===== src/rtl/rca_seq_pkg.sv =====
// Shared types and constants for the nibble-serial ripple-carry adder sequencer.
package rca_seq_pkg;

  localparam int NIB_W = 4;

  typedef enum logic [1:0] {
    IDLE  = 2'd0,
    RUN   = 2'd1,
    DRAIN = 2'd2,
    DONE  = 2'd3
  } state_t;

  // Width of the nibble index; at least one bit even for tiny configurations.
  function automatic int idx_w(input int n);
    return (n > 1) ? $clog2(n) : 1;
  endfunction

endpackage


===== src/rtl/rca4_stage.sv =====
// Shared 4-bit ripple-carry adder with registered sum and carry-out.
module rca4_stage
  import rca_seq_pkg::*;
(
  input  logic             clk,
  input  logic             rst,
  input  logic [NIB_W-1:0] a,
  input  logic [NIB_W-1:0] b,
  input  logic             ci,
  output logic [NIB_W-1:0] sum,
  output logic             cout
);

  logic [NIB_W-1:0] sum_c;
  logic             carry;

  always_comb begin
    sum_c = '0;
    carry = ci;
    for (int i = 0; i < NIB_W; i++) begin
      sum_c[i] = a[i] ^ b[i] ^ carry;
      carry    = (a[i] & b[i]) | (carry & (a[i] ^ b[i]));
    end
  end

  always_ff @(posedge clk) begin
    if (!rst) begin
      sum  <= '0;
      cout <= 1'b0;
    end else begin
      sum  <= sum_c;
      cout <= carry;
    end
  end

endmodule


===== src/rtl/rca_seq_ctrl.sv =====
// Sequences a wide add (optionally subtract, RCA_SEQ_SUB_EN) through one shared
// 4-bit registered adder stage, least significant nibble first.
module rca_seq_ctrl
  import rca_seq_pkg::*;
#(
  parameter int NIBBLES = 4
)
(
  input  logic                     clk,
  input  logic                     rst,
  input  logic                     start,
  input  logic [NIB_W*NIBBLES-1:0] a_in,
  input  logic [NIB_W*NIBBLES-1:0] b_in,
  input  logic                     cin,
`ifdef RCA_SEQ_SUB_EN
  input  logic                     sub,
`endif
  output logic                     busy,
  output logic                     done,
  output logic [NIB_W*NIBBLES-1:0] sum_out,
  output logic                     cout_out
);

  localparam int W   = NIB_W * NIBBLES;
  localparam int K_W = idx_w(NIBBLES);
  localparam logic [K_W-1:0] K_LAST = K_W'(NIBBLES - 1);

  state_t           state;
  logic [K_W-1:0]   k;
  logic [W-1:0]     a_lat;
  logic [W-1:0]     b_lat;
  logic             cin_lat;
  logic [NIB_W-1:0] st_a;
  logic [NIB_W-1:0] st_b;
  logic             st_ci;
  logic [NIB_W-1:0] st_sum;
  logic             st_co;
`ifdef RCA_SEQ_SUB_EN
  logic             sub_lat;
`endif

  // Nibble k of each operand; the carry chain restarts from the latched carry at k=0.
  always_comb begin
    st_a  = a_lat[NIB_W*k +: NIB_W];
    st_b  = b_lat[NIB_W*k +: NIB_W];
    st_ci = (k == '0) ? cin_lat : st_co;
`ifdef RCA_SEQ_SUB_EN
    if (sub_lat) begin
      st_b = ~st_b;
      if (k == '0) st_ci = 1'b1;
    end
`endif
  end

  rca4_stage u_stage (
    .clk  (clk),
    .rst  (rst),
    .a    (st_a),
    .b    (st_b),
    .ci   (st_ci),
    .sum  (st_sum),
    .cout (st_co)
  );

  always_ff @(posedge clk) begin
    if (!rst) begin
      state    <= IDLE;
      k        <= '0;
      a_lat    <= '0;
      b_lat    <= '0;
      cin_lat  <= 1'b0;
`ifdef RCA_SEQ_SUB_EN
      sub_lat  <= 1'b0;
`endif
      busy     <= 1'b0;
      done     <= 1'b0;
      sum_out  <= '0;
      cout_out <= 1'b0;
    end else begin
      done <= 1'b0;
      case (state)
        IDLE: begin
          if (start) begin
            a_lat   <= a_in;
            b_lat   <= b_in;
            cin_lat <= cin;
`ifdef RCA_SEQ_SUB_EN
            sub_lat <= sub;
`endif
            k       <= '0;
            busy    <= 1'b1;
            state   <= RUN;
          end
        end
        RUN: begin
          // The stage output lags the presented nibble by one cycle.
          if (k != '0) sum_out[NIB_W*(k - K_W'(1)) +: NIB_W] <= st_sum;
          if (k == K_LAST) state <= DRAIN;
          else             k     <= k + K_W'(1);
        end
        DRAIN: begin
          sum_out[W-1 -: NIB_W] <= st_sum;
          cout_out <= st_co;
          busy     <= 1'b0;
          done     <= 1'b1;
          state    <= DONE;
        end
        DONE: begin
          state <= IDLE;
        end
        default: begin
          state <= IDLE;
        end
      endcase
    end
  end

endmodule


===== config.mk =====
export PLATFORM = sky130hd
export DESIGN_NAME = rca_seq_ctrl
export DESIGN_NICKNAME = d
export VERILOG_FILES = /design/src/rtl/rca_seq_pkg.sv /design/src/rtl/rca4_stage.sv /design/src/rtl/rca_seq_ctrl.sv
export SDC_FILE = /design/constraint.sdc
export NUM_CORES = 1
export LEC_CHECK = 0
export ABC_AREA = 1
export ABC_CLOCK_PERIOD_IN_PS = 5600
export CAP_MARGIN = 25
export CORE_UTILIZATION = 55
export CTS_CLUSTER_DIAMETER = 40
export DETAILED_ROUTE_END_ITERATION = 8
export PLACE_DENSITY = 0.84
export SYNTH_ARGS = -nofsm -noshare
export SYNTH_HDL_FRONTEND = slang
export SYNTH_HIERARCHICAL = 1
export SYNTH_SLANG_ARGS = --single-unit

===== constraint.sdc =====
create_clock -name clk -period 5.6 [get_ports clk]
set_clock_uncertainty 0.2 [all_clocks]
set_input_delay 0.84 -clock clk [delete_from_list [all_inputs] [get_ports clk]]
set_output_delay 0.84 -clock clk [all_outputs]
set_load 0.01 [all_outputs]

==> run metrics, run 1 <==
outcome=finished clean; Die Footprint=0.005329 sq mm; worst-case headroom to the max-slew limit=39.21%; initial antenna violation count=0; number of logic stages on the critical path including buffering=5; list of cells traversed by the critical path=clkdlybuf4s50_1 > nand2_1 > clkinv_1 > o21ai_0 > a21oi_1; Min-Delay Path Depth=2; vias in the first global route=2415; Critical Path Source=start; n_diodes=0; type of the worst min-delay path=register to register; pin count of the biggest net entering global routing=51; number of vias in the routed layout=2563; cell at the slowest stage of the critical path=clkinv_1; CP top delay family=buffers and inverters; Rows=25; power density relative to cell area=461.9 mW/mm^2; post-synth net total=438; final cell utilization of the core=74.80%; Final Wtd Congestion=0.8555; library cell with the largest summed area after synthesis=dfxtp_1; element type at the critical path end=register; remaining antenna violation count=0; area fraction of the dominant cell type after synthesis=44.04%; Worst Hold Slack=0.2664 ns; Initial Utilization=57.93%; crit path capture=busy; Die Ht=73 microns; time the worst path needs with I/O delays and setup=3.346 ns; most frequent cells after synthesis=101 x nor2_1, 61 x dfxtp_1, 59 x o21ai_0; per-cell via count in the routed design=5.035; number of violations of the max-capacitance limit=0; aggregate negative setup slack=0 ns; Startpoint Class=primary input; top achievable clock speed=0.2988 GHz; count of instances resized after the clock tree is built=0; critical setup path kind=primary input to register; overall fraction of global-route tracks in use=25.75%; number of instances in the synthesized netlist=389; final period utilization=59.76%; Fin. Hold Viols=0; Main synth FF type=dfxtp_1; Critical R2R Capture=u_stage/sum[3]; remaining global-route overflow=0; Post-Synthesis Mean Instance Area=7.128 sq um; IO buf count=54; total count of max-transition violations in the final report=0; register bit count reported by yosys=61; Post-synth EDFFs=0; maximum fanout count along the critical path=34; Unique masters post-synth=20; post-route total power=1654 uW; count of final setup violators=0; Final HPWL DP=4088 microns; buffer type at the clock tree root=clkbuf_8; most used standard cell by instance count after synthesis=nor2_1; Synth warnings=6; worst reg2reg startpoint=k[1]; Post-Synthesis Cell Area=0.002773 sq mm; floorplan die width=73 microns; transition at the pin with the smallest max-transition slack=0.9062 ns; cts bufs inserted=9; Clock Sinks=61; number of post-CTS setup repair buffers=0; area growth from synthesis to final layout=29.11%; fraction of synthesis flops using an asynchronous set or reset pin=0%; count of buffering cells on the critical path with inverters included=2; first-pass GRT wire length=10290 microns; Synth area leaders=dfxtp_1 44%, nor2_1 14%, o21ai_0 11%, nand2_1 7.4%, ha_1 4.1%; fraction of layout cells with a size suffix above 1=6.109%; number of H-tree levels=3; CTS Hold Buffers Added=0; aggregate routed wire length=6004 microns; core box area=0.004786 sq mm; data required time of the critical path=5.62 ns; wire per inst=11.80 microns; DRC=0; # nets final=486; Arr. time, crit path=3.37 ns; number of optimization iterations in the first detailed-route pass=5; unrepaired setup endpoints after global routing=false; number of cells on the worst reg-to-reg path=12; clock insertion delay at the later pin of the skew report=0.35 ns; first-iteration detailed-routing DRC count=188; sequential share of the synthesized area=44.04%; number of top-level pins=55; CTS max path bufs=2; register-to-register setup slack=2.35 ns; CTS tree=yes; Peak supply drop=0.0002661 V; CP max stage delay=0.99 ns; clock transition at the registers of the reported paths=0.07 ns; Leak=0.001493 uW
-- worst min-delay path by stage --
stage | from | endpoint | slack, ns
global placement | sum_out[10] | sum_out[10] | 0.26
detailed placement | sum_out[5] | sum_out[5] | 0.26
global route | sum_out[4] | sum_out[4] | 0.29
CTS | sum_out[5] | sum_out[5] | 0.27
floorplan | a_lat[10] | a_lat[10] | 0.25
finish | sum_out[10] | sum_out[10] | 0.27
-- power breakdown --
part	internal [uW]	switching (uW)
combinational	211	349
clock	320	179
sequential	537	56.7
-- placed cells by master, fill, tap and decap left out, types with 9 or more instances in the layout --
cell type,count
dfxtp_1,61
inv_1,29
clkdlybuf4s50_1,54
nand2_1,55
clkbuf_8,11
nor2_1,101
nand3_1,10
o21ai_0,59
a21oi_1,19
ha_1,9
-- final cells by class --
cell class                 count  area [sq um]
inverter                      33         123.9
clock buffer                  11         151.4
timing repair buffer          56         555.5
multi-input combinational    276          1338
clock inverter                 5         106.4
sequential                    61          1221
tap                           67         83.83
fill                         381          1206
-- flip-flops by register name (all words and copies together), names as in the netlist --
name	count
u_stage/cout	1
state	2
sum_out	16
cout_out	1
done	1
a_lat	16
k	2
cin_lat	1
u_stage/sum	4
busy	1
b_lat	16
-- routing by layer --
layer / global-route usage [%] / share of wire [%] / up-vias
met4: 14.16 / 1.8 / 0
li1: - / - / 1336
met1: 29.02 / 44 / 1130
met2: 43.83 / 48 / 84
met5: 0 / 0 / -
met3: 7.182 / 5.8 / 13
-- cells by family (layout without fill, tap and decap cells) --
family	after synthesis	count (layout)	synth area share, %
buf+inv	52	105	7.716
fa+ha+maj	13	13	6.950
flops	61	61	44.04
compound gates	86	86	15.88
simple gates	177	177	25.41
-- metrics by stage --
| step | area [sq um] | worst slack (ns) | std cells |
|---|---|---|---|
| 4_1_cts | 3580 | 2.216 | 509 |
| 3_3_place_gp | 3322 | 1.988 | 493 |
| 6_report | 3580 | 2.254 | 509 |
| 3_5_place_dp | 3322 | 1.821 | 493 |
| 5_1_grt | 3580 | 1.841 | 509 |
| 2_1_floorplan | 2773 | 2.607 | 389 |
-- worst reg2reg max path, delay by kind of cell, from the launching register on --
| kind | cells | cell delay, ns |
|---|---|---|
| adders and majority gates | 5 | 1.62 |
| buffers and inverters | 4 | 0.50 |
| DFF | 1 | 0.60 |
| and+or+nand+nor | 3 | 0.25 |
(Power assumes the default switching activity.)
==> run 2, diff against run 1 <==
ABC_CLOCK_PERIOD_IN_PS = 2950   (was 5600)
CORE_UTILIZATION = 46   (was 55)
PLACE_DENSITY = 0.75   (was 0.84)
clock period = 2.95 ns   (was 5.6 ns; I/O delays follow)
==> run metrics, run 2 (synthesis gave the netlist of run 1 again) <==
worst reg2reg startpoint=k[0]; Endpoint, Worst Hold=sum_out[11]; slack of the critical path=0.1460 ns; power density relative to cell area=802.4 mW/mm^2; total count of max-transition violations in the final report=0; Worst Hold Slack=0.2633 ns; CTS tree=yes; CP max stage delay=0.44 ns; Startpoint Class=register; most frequent cells in the layout=101 x nor2_1, 60 x dfxtp_1, 59 x o21ai_0; type of the worst min-delay path=register to register; area growth from synthesis to final layout=28.93%; number of violations of the max-capacitance limit=0; Arr. time, crit path=2.88 ns; first-iteration detailed-routing DRC count=172; remaining global-route overflow=0; first-pass GRT wire length=10360 microns; worst setup slack before clock tree synthesis=-0.006049 ns; register-to-register setup slack=0.15 ns; # nets final=495; Min-Delay Path Depth=2; overall fraction of global-route tracks in use=21.24%; Final Wtd Congestion=0.8653; pin count of the biggest net entering global routing=35; Clock Sinks=61; core box area=0.005642 sq mm; Fin. Hold Viols=0; final period utilization=95.05%; time the worst path needs with I/O delays and setup=2.804 ns; DRC=0; maximum fanout count along the critical path=24; post-route cell area=0.003575 sq mm; transition at the pin with the smallest max-transition slack=0.5702 ns; buffer type at the clock tree root=clkbuf_8; Rows=27; cts bufs inserted=9; outcome=finished clean; cell repeated most along the worst path=fa_1; CTS max path bufs=2; Peak supply drop=0.0004592 V; number of top-level pins=55; floorplan die width=79.64 microns; wire per inst=11.75 microns; IO buf count=54; data required time of the critical path=3.02 ns; number of optimization iterations in the first detailed-route pass=4; Die Footprint=0.006342 sq mm; aggregate routed wire length=6133 microns; Post-Place Cell Area=0.003388 sq mm; clock insertion delay at the later pin of the skew report=0.33 ns; fraction of layout cells with a size suffix above 1=7.778%; Leak=0.001494 uW; remaining antenna violation count=0; unrepaired setup endpoints after global routing=false; number of cells on the worst reg-to-reg path=11; count of final setup violators=0; worst-case headroom to the max-slew limit=61.87%; aggregate negative setup slack=0 ns; per-cell via count in the routed design=4.925; cell at the slowest stage of the critical path=fa_1; number of H-tree levels=3; list of cells traversed by the critical path=buf_4 > o21ai_0 > o22ai_1 > fa_1 > inv_1 > fa_1 > inv_1 > fa_1 > inv_1 > fa_1 > nor2_1; Initial Utilization=49.15%; top achievable clock speed=0.3566 GHz; Critical R2R Capture=u_stage/sum[3]; initial antenna violation count=0; Final HPWL DP=4438 microns; vias in the first global route=2445; startpoint of the lowest-slack hold path=sum_out[11]; clock transition at the registers of the reported paths=0.07 ns; n_diodes=0; largest registers=a_lat x16, b_lat x16, sum_out x16; number of vias in the routed layout=2571; leading cell type in the layout, fill and taps excluded=nor2_1; critical setup path kind=register to register; Die Ht=79.64 microns; element type at the critical path end=register
[run 2: how the worst max path moves through the flow]
stage / startpoint / to / slack [ns]
2_1_floorplan: k[0] / u_stage/sum[3] / 0.04
3_3_place_gp: k[0] / u_stage/sum[3] / 0.12
3_5_place_dp: k[0] / u_stage/sum[3] / -0.006
4_1_cts: k[0] / u_stage/sum[3] / 0.02
5_1_grt: k[0] / u_stage/sum[3] / 0.05
6_report: k[0] / u_stage/sum[3] / 0.15
[run 2: cell type report]
type / count / area (sq um)
well taps: 72 / 90.09
clock inverters: 2 / 10.01
repair buffers: 65 / 635.6
fillers: 514 / 2067
inverters: 33 / 127.6
multi-input cells: 276 / 1340
clock buffers: 13 / 148.9
flip-flops and latches: 61 / 1222
[run 2: metrics by stage]
step / util, % / power, uW / instances
final: 63.36 / 2868 / 522
after global routing: 63.36 / 3086 / 522
after CTS: 62.94 / 2859 / 519
after detailed placement: 60.06 / 2237 / 504
after global placement: 60.06 / 2200 / 504
after floorplan: - / 1926 / 389
[run 2: power breakdown]
group | internal, uW | switching (uW) | leakage (uW)
logic | 441 | 673 | 0.000910
clock network | 321 | 297 | 0.0000833
registers | 1020 | 115 | 0.000502
[run 2: critical path: cells and delay by family (launching register included)]
family,cells,cell delay [ns]
adders and majority gates,4,1.36
buffers and inverters,4,0.43
DFF,1,0.33
AOI/OAI and AO/OA,2,0.31
and+or+nand+nor,1,0.12
[run 2: layer usage]
| metal | up-vias | wire, microns | global-route usage [%] |
|---|---|---|---|
| met3 | 11 | 283 | 4.686 |
| met4 | 0 | 134 | 11.09 |
| li1 | 1352 | - | - |
| met2 | 62 | 2828 | 35.47 |
| met1 | 1146 | 2886 | 25.34 |
| met5 | - | 0 | 0 |
[run 2: what timing repair did]
item	CTS	global route
endpoints found under the setup margin	1	1
setup buffers	0	3
hold buffers	0	0
gates resized for setup	1	1
